### config.mk
export PLATFORM = sky130hd
export DESIGN_NAME = demux2_buf
export DESIGN_NICKNAME = d
export VERILOG_FILES = /design/src/rtl/demux2_buf_pkg.sv /design/src/rtl/demux2_buf_fifo_sync.sv /design/src/rtl/demux2_buf.sv
export SDC_FILE = /design/constraint.sdc
export NUM_CORES = 1
export LEC_CHECK = 0
export BUFFER_PORTS_ARGS = -buffer_cell sky130_fd_sc_hd__buf_2
export CAP_MARGIN = 15
export CORE_ASPECT_RATIO = 0.9
export CORE_UTILIZATION = 45
export CTS_CLUSTER_SIZE = 10
export DETAILED_ROUTE_END_ITERATION = 6
export GPL_TIMING_DRIVEN = 0
export PLACE_DENSITY_LB_ADDON = 0.25
export SYNTH_ARGS = -nofsm -noshare
export SYNTH_HDL_FRONTEND = slang
export SYNTH_SLANG_ARGS = --single-unit
export TNS_END_PERCENT = 20
### constraint.sdc
create_clock -name clk -period 2.7 [get_ports clk]
set_input_delay 0.27 -clock clk [delete_from_list [all_inputs] [get_ports clk]]
set_output_delay 0.27 -clock clk [all_outputs]
set_load 0.01 [all_outputs]
### src/rtl/demux2_buf_pkg.sv
// Shared definitions for the 1-to-2 buffered demultiplexer slice:
// select encoding, default sizing and the occupancy-counter width helper.
package demux2_buf_pkg;

    typedef enum logic {
        SEL_A = 1'b0,
        SEL_B = 1'b1
    } sel_e;

    localparam int unsigned DEF_N     = 32;
    localparam int unsigned DEF_DEPTH = 2;

    // Count needs one extra bit beyond the pointer so full and empty differ.
    function automatic int unsigned count_width(input int unsigned depth);
        return $clog2(depth) + 1;
    endfunction

endpackage

### src/rtl/demux2_buf_fifo_sync.sv
// Small synchronous FIFO: registered storage, wrapping pointers, separate count.
// Head is always the word at rd_ptr, so an empty FIFO shows a stale but defined word.
module fifo_sync
    import demux2_buf_pkg::*;
#(
    parameter int unsigned N     = DEF_N,
    parameter int unsigned DEPTH = DEF_DEPTH
) (
    input  logic                          clk,
    input  logic                          rst,
    input  logic                          push,
    input  logic [N-1:0]                  wdata,
    input  logic                          pop,
    output logic [N-1:0]                  head,
    output logic                          full,
    output logic                          empty,
    output logic [count_width(DEPTH)-1:0] count
);

    localparam int unsigned AW = $clog2(DEPTH);
    localparam int unsigned CW = count_width(DEPTH);

    logic [N-1:0]  mem [DEPTH];
    logic [AW-1:0] wr_ptr;
    logic [AW-1:0] rd_ptr;
    logic          do_push;
    logic          do_pop;

    assign full    = (count == CW'(DEPTH));
    assign empty   = (count == '0);
    assign do_push = push & ~full;
    assign do_pop  = pop & ~empty;
    assign head    = mem[rd_ptr];

    always_ff @(posedge clk) begin
        if (rst) begin
            wr_ptr <= '0;
            rd_ptr <= '0;
            count  <= '0;
            mem    <= '{default: '0};
        end else begin
            if (do_push) begin
                mem[wr_ptr] <= wdata;
                wr_ptr      <= wr_ptr + 1'b1;
            end
            if (do_pop) begin
                rd_ptr <= rd_ptr + 1'b1;
            end
            case ({do_push, do_pop})
                2'b10:   count <= count + 1'b1;
                2'b01:   count <= count - 1'b1;
                default: count <= count;
            endcase
        end
    end

endmodule

### src/rtl/demux2_buf.sv
// 1-to-2 demultiplexer: each input word is steered by s_sel into the A or B FIFO,
// so a stalled consumer only back-pressures words bound for its own output.
module demux2_buf
    import demux2_buf_pkg::*;
#(
    parameter int unsigned N     = DEF_N,
    parameter int unsigned DEPTH = DEF_DEPTH
) (
    input  logic                          clk,
    input  logic                          rst,
    input  logic                          s_valid,
    input  logic                          s_sel,
    input  logic [N-1:0]                  s_data,
    output logic                          s_ready,
    output logic                          a_valid,
    output logic [N-1:0]                  a_data,
    input  logic                          a_ready,
    output logic [count_width(DEPTH)-1:0] a_count,
    output logic                          b_valid,
    output logic [N-1:0]                  b_data,
    input  logic                          b_ready,
    output logic [count_width(DEPTH)-1:0] b_count
);

    logic a_full;
    logic b_full;
    logic a_empty;
    logic b_empty;
    logic push_a;
    logic push_b;
    logic pop_a;
    logic pop_b;

    // Ready looks only at the destination's registered fullness: no pass-through on pop.
    assign s_ready = (s_sel == SEL_B) ? ~b_full : ~a_full;
    assign push_a  = s_valid & s_ready & (s_sel == SEL_A);
    assign push_b  = s_valid & s_ready & (s_sel == SEL_B);

    assign a_valid = ~a_empty;
    assign b_valid = ~b_empty;
    assign pop_a   = a_valid & a_ready;
    assign pop_b   = b_valid & b_ready;

    fifo_sync #(
        .N     (N),
        .DEPTH (DEPTH)
    ) u_fifo_a (
        .clk   (clk),
        .rst   (rst),
        .push  (push_a),
        .wdata (s_data),
        .pop   (pop_a),
        .head  (a_data),
        .full  (a_full),
        .empty (a_empty),
        .count (a_count)
    );

    fifo_sync #(
        .N     (N),
        .DEPTH (DEPTH)
    ) u_fifo_b (
        .clk   (clk),
        .rst   (rst),
        .push  (push_b),
        .wdata (s_data),
        .pop   (pop_b),
        .head  (b_data),
        .full  (b_full),
        .empty (b_empty),
        .count (b_count)
    );

endmodule

Word level (Yosys, flattened, before mapping)
Cells that the tools add are included.
{"block": "totals", "regBits": 136, "input_bits": 38, "elab_cells": 69}
{"block": "op_classes", "add_sub_neg": 8, "n_lt_le_gt_ge": 6, "eq_ne": 6, "muxes": 15, "bitwise": 18, "n_reduce_logical": 6}
{"operator": "32-bit 2-to-1 mux", "count": 8}
{"operator": "64-bit bitwise mux", "count": 2}
{"operator": "32-bit demux with 1-bit select", "count": 2}
{"operator": "1-bit AND", "count": 9}
{"operator": "2-bit equality test, second input constant", "count": 4}
{"operator": "2-bit greater-or-equal comparator, second input constant", "count": 4}
{"operator": "1-bit NOT with 2-bit output", "count": 4}
{"operator": "2-bit one-hot mux with 2 select lines", "count": 2}
{"operator": "1-bit NOT", "count": 5}
{"operator": "1-bit adder, second input constant", "count": 4}
{"operator": "2-bit by 1-bit adder with 2-bit output, second input constant", "count": 2}
{"operator": "2-bit by 1-bit equality test with 1-bit output, second input constant", "count": 2}
{"operator": "2-bit logical NOT", "count": 2}
{"operator": "2-bit by 1-bit < comparator with 1-bit output, second input constant", "count": 2}
{"operator": "2-bit nonzero test", "count": 2}
{"operator": "2-bit by 1-bit subtractor with 2-bit output, second input constant", "count": 2}
{"operator": "1-bit logical AND", "count": 2}
{"operator": "1-bit 2-to-1 mux", "count": 1}

Depth between registers and ports, before layout
Gate-level depths: netlist of run 1.
{"block": "depth", "depth_word": 8, "mapped_depth": 6}

Modules after synthesis
Synthesis of run 1 repeated with hierarchy kept, for this count alone.
{"block": "hier_totals", "hier_cells": 687, "hier_area_um2": 6557.5}
{"module": "fifo_sync", "instances": 2, "cells_each": 340, "area_each_um2": 3255.6, "seq_area_each_um2": 1361.3}
{"module": "demux2_buf", "instances": 1, "cells_each": 7, "area_each_um2": 46.3, "seq_area_each_um2": 0.0}

Least setup slack after synthesis of run 1
OpenSTA, ideal clock, no wires.
{"block": "synth_timing", "path_kind": "register to register", "start": "register u_fifo_b.count[0]", "end": "register u_fifo_b.count[1]", "t_arrival_ns": 1.465, "required_ns": 2.630, "setup_slack_ns": 1.165, "path_stages_with_launch": 6, "n_path_buf": 0, "path_cell_list": "dfxtp_1 -> nand2b_1 -> nand3_1 -> ha_1 -> or3_1 -> a21oi_1"}
{"block": "synth_via", "elab_chain_len": 8, "word_cells_on_any_way": 16, "cone_classes": "add/sub (2); eq/ne (3); mux (2); bitwise (7); reduce/logical (2)"}
{"item": "start, declared", "line": "demux2_buf_fifo_sync.sv:17", "source": "output logic [count_width(DEPTH)-1:0] count"}
{"item": "start signal, assigned", "line": "demux2_buf_fifo_sync.sv:50", "source": "2'b10: count <= count + 1'b1;"}
{"item": "start signal, assigned", "line": "demux2_buf_fifo_sync.sv:51", "source": "2'b01: count <= count - 1'b1;"}
{"item": "start signal, assigned", "line": "demux2_buf_fifo_sync.sv:52", "source": "default: count <= count;"}
{"item": "2-bit equality test", "line": "demux2_buf_fifo_sync.sv:29", "source": "assign full = (count == CW'(DEPTH));"}
{"item": "1-bit NOT", "line": "demux2_buf_fifo_sync.sv:31, demux2_buf.sv:35"}
{"item": "1-bit 2-to-1 mux", "line": "demux2_buf.sv:35", "source": "assign s_ready = (s_sel == SEL_B) ? ~b_full : ~a_full;"}
{"item": "1-bit AND (2 in series)", "line": "demux2_buf.sv:37", "source": "assign push_b = s_valid & s_ready & (s_sel == SEL_B);"}
{"item": "1-bit AND", "line": "demux2_buf_fifo_sync.sv:31", "source": "assign do_push = push & ~full;"}
{"item": "2-bit by 1-bit equality test with 1-bit output or 2-bit equality test (tied branches)", "line": "demux2_buf_fifo_sync.sv:49", "source": "case ({do_push, do_pop})"}
{"item": "2-bit one-hot mux with 2 select lines or 2-bit nonzero test (tied branches)"}
Several ways; a longest one is shown, not always the timed one.
A chain may end at the register's enable or synchronous reset.

Final worst setup path of run 1
{"block": "layout_timing", "start": "register u_fifo_a.rd_ptr", "end": "output port a_data[30]"}
{"block": "layout_via", "elab_chain_len": 4}
{"item": "start, declared", "line": "demux2_buf_fifo_sync.sv:25", "source": "logic [AW-1:0] rd_ptr;"}
{"item": "start signal, assigned", "line": "demux2_buf_fifo_sync.sv:47", "source": "rd_ptr <= rd_ptr + 1'b1;"}
{"item": "1-bit NOT with 2-bit output (not written as such)", "line": "demux2_buf_fifo_sync.sv:33", "source": "assign head = mem[rd_ptr];"}
{"item": "32-bit 2-to-1 mux (not written as such) (3 in series)", "line": "demux2_buf_fifo_sync.sv:33"}
{"item": "end, declared", "line": "demux2_buf.sv:16", "source": "output logic [N-1:0] a_data,"}
Every way passes these cells. The select of a mux whose other input is x is not followed.

==> impl_metrics.env, run 1 <==
export IMPL_clock_path_buffers=2
export IMPL_ys_warn_count=0
export IMPL_multiInputGateArea_um2=3286
export IMPL_rr_endpoint="u_fifo_a.mem[61]"
export IMPL_avgSynthCellArea_um2=10.93
export IMPL_r2r_start="u_fifo_a.count[0]"
export IMPL_drt_iter0_drc=155
export IMPL_die_area_um2=14320
export IMPL_fmax_mhz=386.7
export IMPL_worst_slew_pin_slew_ns=0.8397
export IMPL_min_from="s_data[10]"
export IMPL_final_common_cell="nand2b_1"
export IMPL_mostFrequentLayoutCells="nand2b_1, dfxtp_1, mux2i_1"
export IMPL_start_util=0.4645
export IMPL_yosysTopAreaCell="dfxtp_1"
export IMPL_routed_wl_um=14700
export IMPL_whs_endpoint="u_fifo_a.mem[42]"
export IMPL_route_detailed_vias_per_inst=5.013
export IMPL_ant_nets=0
export IMPL_io_pins=109
export IMPL_layout_drive_gt1_share=0.3131
export IMPL_p_total_uw=5907
export IMPL_clkTransAtPathRegs_ns=0.06
export IMPL_placedCellCount=845
export IMPL_clock_sinks=136
export IMPL_p_int_uw=4292
export IMPL_cp_data_required_time_ns=2.43
export IMPL_fp_dieH_um=113.6
export IMPL_cp_common_cell="clkbuf_1"
export IMPL_seqPwrFrac=0.382
export IMPL_crit_start="u_fifo_a.rd_ptr"
export IMPL_fin_crit_sh=0.9578
export IMPL_synth_area_top_cells="dfxtp_1, mux2i_1, nand2b_1"
export IMPL_ir_worst_vdd_v=0.0005079
export IMPL_crit_arrival_ns=2.32
export IMPL_post_cts_buffers=0
export IMPL_maxCapViolations=0
export IMPL_track_usage=0.2166
export IMPL_drc_errors=0
export IMPL_fillers=1165
export IMPL_critical_path_max_fanout=10
export IMPL_cts_buffers_inserted=17
export IMPL_finalSetupViolCount=0
export IMPL_critPathSlowestCell="clkbuf_1"
export IMPL_hp_class="in2reg"
export IMPL_critPathMaxStageDelay_ns=0.69
export IMPL_relSlewSlack=0.4402
export IMPL_grt_max_degree=17
export IMPL_path_cells="clkbuf_1 -> clkbuf_1 -> mux2_2 -> buf_2"
export IMPL_period_needed_ns=2.586
export IMPL_switching_power_uw=1614
export IMPL_firstDrtPassIters=4
export IMPL_outcome="complete, no violations"
export IMPL_grt_overflow_total=0
export IMPL_dpl_hpwl_um=10470
export IMPL_synth_cell_types=27
export IMPL_core_um2=13410
export IMPL_cts_tree="yes"
export IMPL_path_class="reg2out"
export IMPL_endpoint_kind="primary output"
export IMPL_ys_ff_latch=136
export IMPL_p_clk_frac=0.403
export IMPL_finClkSkew_ns=0.005582
export IMPL_yosysSeqAreaShare=0.4370
export IMPL_switching_share=0.2733
export IMPL_io_buffers=107
export IMPL_cts_max_level=4
export IMPL_gp_congestion=0.8350
export IMPL_die_width_um=126.0
export IMPL_nNetsFinal=736
export IMPL_synth_nets=610
export IMPL_reg2reg_depth=4
export IMPL_syn_inst=570
export IMPL_grt_pass1_vias=4546
export IMPL_antenna_found_initial=0
export IMPL_slew_viol_final=0
export IMPL_row_count=40
export IMPL_p_comb_frac=0.215
export IMPL_root_buffer="clkbuf_16"
export IMPL_syn_cell_area_um2=6230
export IMPL_insertion_delay_ns=0.42
export IMPL_yosysTopAreaCellShare=0.4370
export IMPL_grt_pass1_wl_um=23450
export IMPL_final_hold_viol_count=0
export IMPL_areaGrowthSynthToFinish_pct=21.75
export IMPL_regToRegSetupSlack_ns=1.02
export IMPL_leakagePower_uw=0.003664
export IMPL_finalSetupTns_ns=0
export IMPL_wl_per_cell_um=16.76
export IMPL_vias=4396
export IMPL_antenna_cells=0
export IMPL_hold_depth=3
export IMPL_stdcell_count=877
export IMPL_p_per_area_nw_per_um2=778.7
export IMPL_regArea_um2=2723
export IMPL_start_kind="flop"
export IMPL_rsz0062_at_grt="false"
## area by class of cell
type	instances	share of cell area
clock buffer	23	0.06434
clock inverter	9	0.01584
timing repair buffer	107	0.07060
sequential	136	0.3590
multi-input combinational	394	0.4332
tap	168	0.02771
buffer	40	0.02936
## power by group through the flow
stage | sequential, uW | combinational, uW | clock [uW]
2_1_floorplan | 2280 | 864 | 0
6_report | 2260 | 1270 | 2380
4_1_cts | 2260 | 1280 | 2410
3_5_place_dp | 2300 | 1280 | 0
3_3_place_gp | 2280 | 1250 | 0
5_1_grt | 2280 | 1360 | 2520
## sequential cells by signal, summed over array words and instances (netlist names)
name and cells:
u_fifo_a.mem 64, u_fifo_a.count 2, u_fifo_b.mem 64, u_fifo_a.rd_ptr 1
u_fifo_b.count 2, u_fifo_b.rd_ptr 1, u_fifo_b.wr_ptr 1, u_fifo_a.wr_ptr 1
## metal layers
layer	wire length, um	global-route usage	part of all wire	vias to the layer above
met5	0	0	0	-
met4	256	0.09157	0.017	0
met3	523	0.04925	0.036	20
met2	6698	0.3451	0.46	93
met1	7220	0.2835	0.49	2108
li1	-	-	-	2175
## cells by family after synthesis
| kind of cell | count (synthesis) | synth area share |
|---|---|---|
| XOR/XNOR | 6 | 0.008435 |
| buffers and inverters | 40 | 0.03555 |
| flip-flops | 136 | 0.4370 |
| AND/OR/NAND/NOR | 183 | 0.1840 |
| AO/OA/AOI/OAI | 11 | 0.009639 |
| adder cells (fa/ha/maj) | 2 | 0.004016 |
| multiplexers | 192 | 0.3213 |
## stage by stage
stage          utilization  hold WS (ns)  instance area (um^2)  worst slack, ns
3_3_place_gp        0.5201        0.4551                  6975           0.5118
4_1_cts             0.5654        0.1810                  7584          0.03314
5_1_grt             0.5655        0.1996                  7585        0.0007696
2_1_floorplan            -        0.4452                  6230            1.165
3_5_place_dp        0.5201        0.4621                  6975           0.5018
6_report            0.5655        0.1902                  7585           0.1140
## synth_stat cells, drive strengths merged
cell type / n
nor2b: 2
nand2b: 164
nand2: 1
nand3: 1
o21ai: 4
nor3: 1
nor2: 5
ha: 2
xor2: 2
mux2i: 128
or3b: 1
clkbuf: 25
o21a: 2
a21oi: 5
mux2: 64
nand4: 1
or3: 4
nor3b: 1
dfxtp: 136
buf: 15
or2: 2
xnor2: 4
## worst max path at each step
stage / end / slack, ns / cells after the start
floorplan: u_fifo_b.count[1] / 1.16 / 5
global placement: a_data[31] / 0.51 / 4
detailed placement: a_data[31] / 0.50 / 4
CTS: a_data[31] / 0.03 / 4
global route: a_data[30] / 0.0008 / 4
finish: a_data[30] / 0.11 / 4
## worst max-delay path: cells and delay by family (launching register included)
kind	cells	cell delay, ns
muxes	1	0.43
buffers and inverters	3	1.17
DFF	1	0.30
## what timing repair did
action                     in CTS  in global routing
setup endpoints to repair       0                  4
resized for setup               0                  3
hold buffers                    0                  0
Power figures use the tool's default switching activity.
==> run 2, diff against run 1 <==
ABC_AREA = 1   (was default)
CORE_UTILIZATION = 60   (was 45)
==> run 2 against run 1 <==
Against the previous run: global-route usage rose by 11 points; flip-flop and latch count is the same; first-iteration DRC count grew to 3.2 times the previous value; non-clock buffer count is 15 higher.
==> impl_metrics.env, run 2 <==
export IMPL_worst_slew_pin_slew_ns=0.6347
export IMPL_critPathMaxStageDelay_ns=0.48
export IMPL_ctsResizeCount=0
export IMPL_start_util=0.6154
export IMPL_ir_worst_vdd_v=0.0007038
export IMPL_die_area_um2=10930
export IMPL_cp_data_required_time_ns=2.43
export IMPL_ys_ff_latch=136
export IMPL_regToRegSetupSlack_ns=1.20
export IMPL_cp_common_cell="clkbuf_1"
export IMPL_ctsHoldBuffers=0
export IMPL_finalSetupViolCount=0
export IMPL_grt_pass1_wl_um=26700
export IMPL_finalSetupTns_ns=0
export IMPL_p_per_area_nw_per_um2=753.2
export IMPL_syn_inst=1012
export IMPL_clock_path_buffers=2
export IMPL_fin_crit_sh=0.8858
export IMPL_cts_buffers_inserted=17
export IMPL_synthMuxAreaShare=0
export IMPL_core_um2=10250
export IMPL_top_regs="u_fifo_a.mem x64, u_fifo_b.mem x64"
export IMPL_grt_max_degree=17
export IMPL_hp_class="in2reg"
export IMPL_path_class="reg2out"
export IMPL_rsz0062_at_grt="false"
export IMPL_io_pins=109
export IMPL_vias=6262
export IMPL_antenna_cells=0
export IMPL_syn_cell_area_um2=6306
export IMPL_crit_start="u_fifo_a.rd_ptr"
export IMPL_cpLargestDelayFamily="buffers and inverters"
export IMPL_synth_nets=1052
export IMPL_route_detailed_vias_per_inst=4.896
export IMPL_dr_wl_met3_um=1499
export IMPL_fp_dieH_um=99.26
export IMPL_critPathBufInv=3
export IMPL_synth_edf_count=0
export IMPL_drc_errors=0
export IMPL_maxCapViolations=0
export IMPL_critical_path_max_fanout=10
export IMPL_path_cells="clkbuf_1 -> clkbuf_1 -> o21ai_0 -> buf_2"
export IMPL_p_clk_frac=0.403
export IMPL_crit_cells=4
export IMPL_synth_area_top_cells="dfxtp_1, nand2_1, nor2_1"
export IMPL_insertion_delay_ns=0.42
export IMPL_wl_per_cell_um=13.02
export IMPL_fin_area_um2=7586
export IMPL_route_met2_wl_um=7325
export IMPL_period_needed_ns=2.392
export IMPL_synth_compound_area_frac=0.06052
export IMPL_nNetsFinal=1178
export IMPL_relSlewSlack=0.5768
export IMPL_seqPwrFrac=0.393
export IMPL_drt_iter0_drc=496
export IMPL_synth_cell_types=22
export IMPL_synth_ff_type="dfxtp_1"
export IMPL_leakagePower_uw=0.004155
export IMPL_top_layer="met4"
export IMPL_grt_pass1_vias=5585
export IMPL_switching_share=0.2991
export IMPL_synth_xor_area_share=0.001389
export IMPL_row_count=35
export IMPL_areaGrowthSynthToFinish_pct=20.30
export IMPL_yosysTopAreaCell="dfxtp_1"
export IMPL_post_cts_buffers=0
export IMPL_synth_common_cells="nand2_1, nor2_1, dfxtp_1, inv_1, o21ai_0"
export IMPL_crit_arrival_ns=2.12
export IMPL_firstDrtPassIters=6
export IMPL_antenna_found_initial=0
export IMPL_slew_viol_final=0
export IMPL_p_comb_frac=0.204
export IMPL_routed_wl_um=16650
export IMPL_grt_overflow_total=0
export IMPL_dpl_hpwl_um=11470
export IMPL_cts_tree="yes"
export IMPL_ys_warn_count=0
export IMPL_reg2reg_depth=7
export IMPL_outcome="complete, no violations"
export IMPL_switching_power_uw=1709
export IMPL_finClkSkew_ns=0.008001
export IMPL_endpoint_kind="primary output"
export IMPL_cts_max_level=4
export IMPL_io_buffers=107
export IMPL_track_usage=0.3225
export IMPL_yosysSeqAreaShare=0.4317
export IMPL_synth_top_family_by_area="simple AND/OR/NAND/NOR gates"
export IMPL_gp_congestion=0.8841
export IMPL_ant_nets=0
export IMPL_place_area_um2=7003
export IMPL_clkTransAtPathRegs_ns=0.06
export IMPL_synth_fa_ha_area_frac=0.003968
export IMPL_endpoint="a_data[15]"
export IMPL_layout_drive_gt1_share=0.1583
export IMPL_r2r_start="u_fifo_b.count[0]"
export IMPL_fmax_mhz=418.1
export IMPL_mostFrequentLayoutCells="nand2_1, nor2_1, inv_1, dfxtp_1, buf_2"
export IMPL_met1_length_um=7520
export IMPL_avgSynthCellArea_um2=6.231
export IMPL_die_width_um=110.1
export IMPL_final_hold_viol_count=0
export IMPL_synthSimpleGateAreaFrac=0.3722
export IMPL_yosysTopAreaCellShare=0.4317
export IMPL_synth_async_reset_ratio=0
export IMPL_root_buffer="clkbuf_16"
export IMPL_rr_endpoint="u_fifo_b.count[1]"
export IMPL_synth_most_common_cell="nand2_1"
export IMPL_clock_sinks=136
export IMPL_p_int_uw=4004
export IMPL_start_kind="flop"
export IMPL_critPathSlowestCell="clkbuf_1"
export IMPL_final_common_cell="nand2_1"
[run 2: worst min-delay path by stage]
stage,startpoint,end,depth (start not counted)
final,rst,u_fifo_a.wr_ptr,2
after global routing,rst,u_fifo_b.count[0],2
after CTS,rst,u_fifo_a.wr_ptr,2
after detailed placement,u_fifo_a.mem[20],u_fifo_a.mem[20],4
after global placement,u_fifo_b.mem[5],u_fifo_b.mem[5],4
after floorplan,rst,u_fifo_a.wr_ptr,1
[run 2: power groups by stage]
| stage | Sequential [uW] | Combinational [uW] | Clock [uW] |
|---|---|---|---|
| finish | 2250 | 1160 | 2300 |
| global route | 2260 | 1310 | 2400 |
| CTS | 2250 | 1160 | 2300 |
| detailed placement | 2290 | 1140 | 0 |
| global placement | 2280 | 1130 | 0 |
| floorplan | 2280 | 733 | 0 |
[run 2: cell families (layout without fill, tap and decap cells)]
| kind of cell | Yosys count | in the layout |
|---|---|---|
| simple gates | 602 | 602 |
| buf+inv | 195 | 333 |
| flops | 136 | 136 |
| compound gates | 76 | 76 |
| fa+ha+maj | 2 | 2 |
| xor+xnor | 1 | 1 |
[run 2: area by class of cell]
cell class / count / area (um^2)
Multi-Input combinational cell: 681 / 2763
Sequential cell: 136 / 2723
Fill cell: 842 / 2661
Timing Repair Buffer: 107 / 535.5
Inverter: 140 / 525.5
Clock buffer: 23 / 488.0
Buffer: 55 / 295.3
Tap cell: 129 / 161.4
Clock inverter: 8 / 95.09
[run 2: layer usage]
layer | GRT usage | vias to the layer above
li1 | - | 3217
met1 | 0.4596 | 2766
met2 | 0.4841 | 254
met3 | 0.05832 | 25
met4 | 0.1210 | 0
met5 | 0 | -
[run 2: metrics by stage]
stage	hold slack, ns	instances	setup slack [ns]	total power (uW)	utilization
3_3_place_gp	0.4972	1248	0.8108	3407	0.6834
2_1_floorplan	0.3391	1012	1.253	3016	-
3_5_place_dp	0.4991	1248	0.8284	3431	0.6834
4_1_cts	0.07768	1279	0.3536	5699	0.7403
6_report	0.07191	1279	0.3084	5713	0.7403
5_1_grt	0.07425	1279	0.2306	5973	0.7403
[run 2: worst reg2reg max path, stage by stage (launching register included)]
cell     delay, ns
dfxtp_1       0.41
inv_2         0.07
nand2_2       0.11
nand3_1       0.10
ha_1          0.20
or2_2         0.28
a21oi_1       0.15
nor2_1        0.06
==> run 3, diff against run 2 <==
ABC_AREA = default   (was 1)
==> run 3 against run 2 <==
Against the previous run: flip-flop and latch count is the same; core utilization rose by 2.2 points; non-clock buffer count fell by 15; clock power increased by 2%; first-iteration DRC count fell by 50%; combinational power rose by 10%; clock-buffer cell count shrank 3; final area is 0.86% lower; routed wire length shrank 7.7%; critical path type unchanged; critical endpoint is now a_data[31]; largest cell class unchanged; highest routed layer unchanged.
==> impl_metrics.env, run 3 (same netlist as run 1, synthesis figures left out) <==
export IMPL_fin_area_um2=7521
export IMPL_ant_nets=0
export IMPL_nNetsFinal=736
export IMPL_critPathMaxStageDelay_ns=0.70
export IMPL_maxCapViolations=0
export IMPL_routed_wl_um=15370
export IMPL_core_um2=9869
export IMPL_clock_path_buffers=2
export IMPL_outcome="complete, no violations"
export IMPL_grt_overflow_total=0
export IMPL_worst_slew_pin_slew_ns=0.8616
export IMPL_grt_pass1_vias=4915
export IMPL_wl_per_cell_um=18.41
export IMPL_fmax_mhz=387.1
export IMPL_vias=4597
export IMPL_slew_viol_final=0
export IMPL_finalSetupTns_ns=0
export IMPL_grt_max_degree=17
export IMPL_cp_common_cell="clkbuf_1"
export IMPL_critical_path_max_fanout=10
export IMPL_critPathSlowestCell="clkbuf_1"
export IMPL_final_common_cell="nand2b_1"
export IMPL_root_buffer="clkbuf_16"
export IMPL_layout_drive_gt1_share=0.3117
export IMPL_io_buffers=107
export IMPL_clkTransAtPathRegs_ns=0.06
export IMPL_cp_data_required_time_ns=2.43
export IMPL_clock_sinks=136
export IMPL_fp_dieH_um=98.67
export IMPL_place_area_um2=6923
export IMPL_period_needed_ns=2.583
export IMPL_path_cells="clkbuf_1 -> clkbuf_1 -> mux2_2 -> buf_2"
export IMPL_io_pins=109
export IMPL_mostFrequentLayoutCells="nand2b_1, dfxtp_1, mux2i_1"
export IMPL_cts_max_level=4
export IMPL_insertion_delay_ns=0.42
export IMPL_finClkSkew_ns=0.007579
export IMPL_p_comb_frac=0.217
export IMPL_relSlewSlack=0.4256
export IMPL_dpl_hpwl_um=10370
export IMPL_gp_congestion=0.7589
export IMPL_p_int_uw=4223
export IMPL_track_usage=0.3005
export IMPL_p_per_area_nw_per_um2=783.9
export IMPL_switching_share=0.2837
export IMPL_areaGrowthSynthToFinish_pct=20.73
export IMPL_antenna_cells=0
export IMPL_final_hold_viol_count=0
export IMPL_cts_tree="yes"
export IMPL_finalSetupViolCount=0
export IMPL_leakagePower_uw=0.003632
export IMPL_path_class="reg2out"
export IMPL_firstDrtPassIters=4
export IMPL_seqPwrFrac=0.385
export IMPL_post_cts_buffers=0
export IMPL_fin_crit_sh=0.9567
export IMPL_ir_worst_vdd_v=0.0007421
export IMPL_crit_arrival_ns=2.31
export IMPL_grt_pass1_wl_um=24480
export IMPL_drc_errors=0
export IMPL_route_detailed_vias_per_inst=5.505
export IMPL_switching_power_uw=1673
export IMPL_rsz0062_at_grt="false"
export IMPL_p_clk_frac=0.398
export IMPL_fin_util=0.7620
export IMPL_drt_iter0_drc=250
export IMPL_endpoint_kind="primary output"
export IMPL_start_util=0.6312
export IMPL_cts_buffers_inserted=17
export IMPL_die_width_um=109.4
export IMPL_row_count=34
export IMPL_top_regs="u_fifo_a.mem x64, u_fifo_b.mem x64"
export IMPL_hp_class="in2reg"
export IMPL_die_area_um2=10790
export IMPL_start_kind="flop"
export IMPL_ctsHoldBuffers=0
export IMPL_antenna_found_initial=0
export IMPL_ctsResizeCount=0
run 3: cell count changes in the layout (fill, tap and decap cells not counted), sizes merged, moves of 18 or more:
cell    previous run  this run
nand2            331         1
nor2             262         5
nand2b             0       164
inv              140         0
mux2i              0       128
mux2               0        64
o21ai             67         4
buf              140       122
run 3: area by class of cell:
class                   instances  area (um^2)
multi-input cells             394         3286
flip-flops and latches        136         2723
fillers                       676         2349
repair buffers                107        535.5
clock buffers                  20        446.7
plain buffers                  40        221.5
well taps                     126        157.7
clock inverters                12        151.4
run 3: metrics by stage:
step           setup slack, ns  cells  power [uW]  hold slack [ns]
5_1_grt                 0.1015    835        6091           0.2058
2_1_floorplan            1.165    570        3147           0.4452
4_1_cts                 0.1324    835        5898           0.1910
3_5_place_dp            0.5951    803        3571           0.4615
3_3_place_gp            0.5875    803        3523           0.4549
6_report                0.1169    835        5896           0.1930
run 3: path summary, 6_finish.rpt:
kind                            depth (start not counted)          endpoint               from  slack (ns)
worst min-delay path                                    3  u_fifo_a.mem[45]         s_data[13]        0.19
worst min register to register                          2  u_fifo_a.mem[11]   u_fifo_a.mem[11]        0.48
worst max-delay path                                    4        a_data[31]    u_fifo_a.rd_ptr        0.12
worst max register to register                          5  u_fifo_a.mem[16]  u_fifo_a.count[0]        0.97
run 3: per-layer routing:
| layer | global-route usage | routed length, um | vias up |
|---|---|---|---|
| met5 | 0 | 0 | - |
| met4 | 0.1087 | 204 | 0 |
| met3 | 0.06217 | 704 | 21 |
| met2 | 0.5201 | 7733 | 113 |
| met1 | 0.3660 | 6730 | 2275 |
| li1 | - | - | 2188 |
run 3: worst max-delay path, delay by kind of cell (launching register included):
kind,cells,cell delay (ns)
flops,1,0.31
mux,1,0.43
buf+inv,3,1.16
run 3: power by group through the flow:
stage	Combinational [uW]	Sequential, uW	Clock (uW)
floorplan	864	2280	0
global placement	1230	2290	0
detailed placement	1270	2300	0
CTS	1280	2270	2350
global route	1360	2280	2440
finish	1280	2270	2340
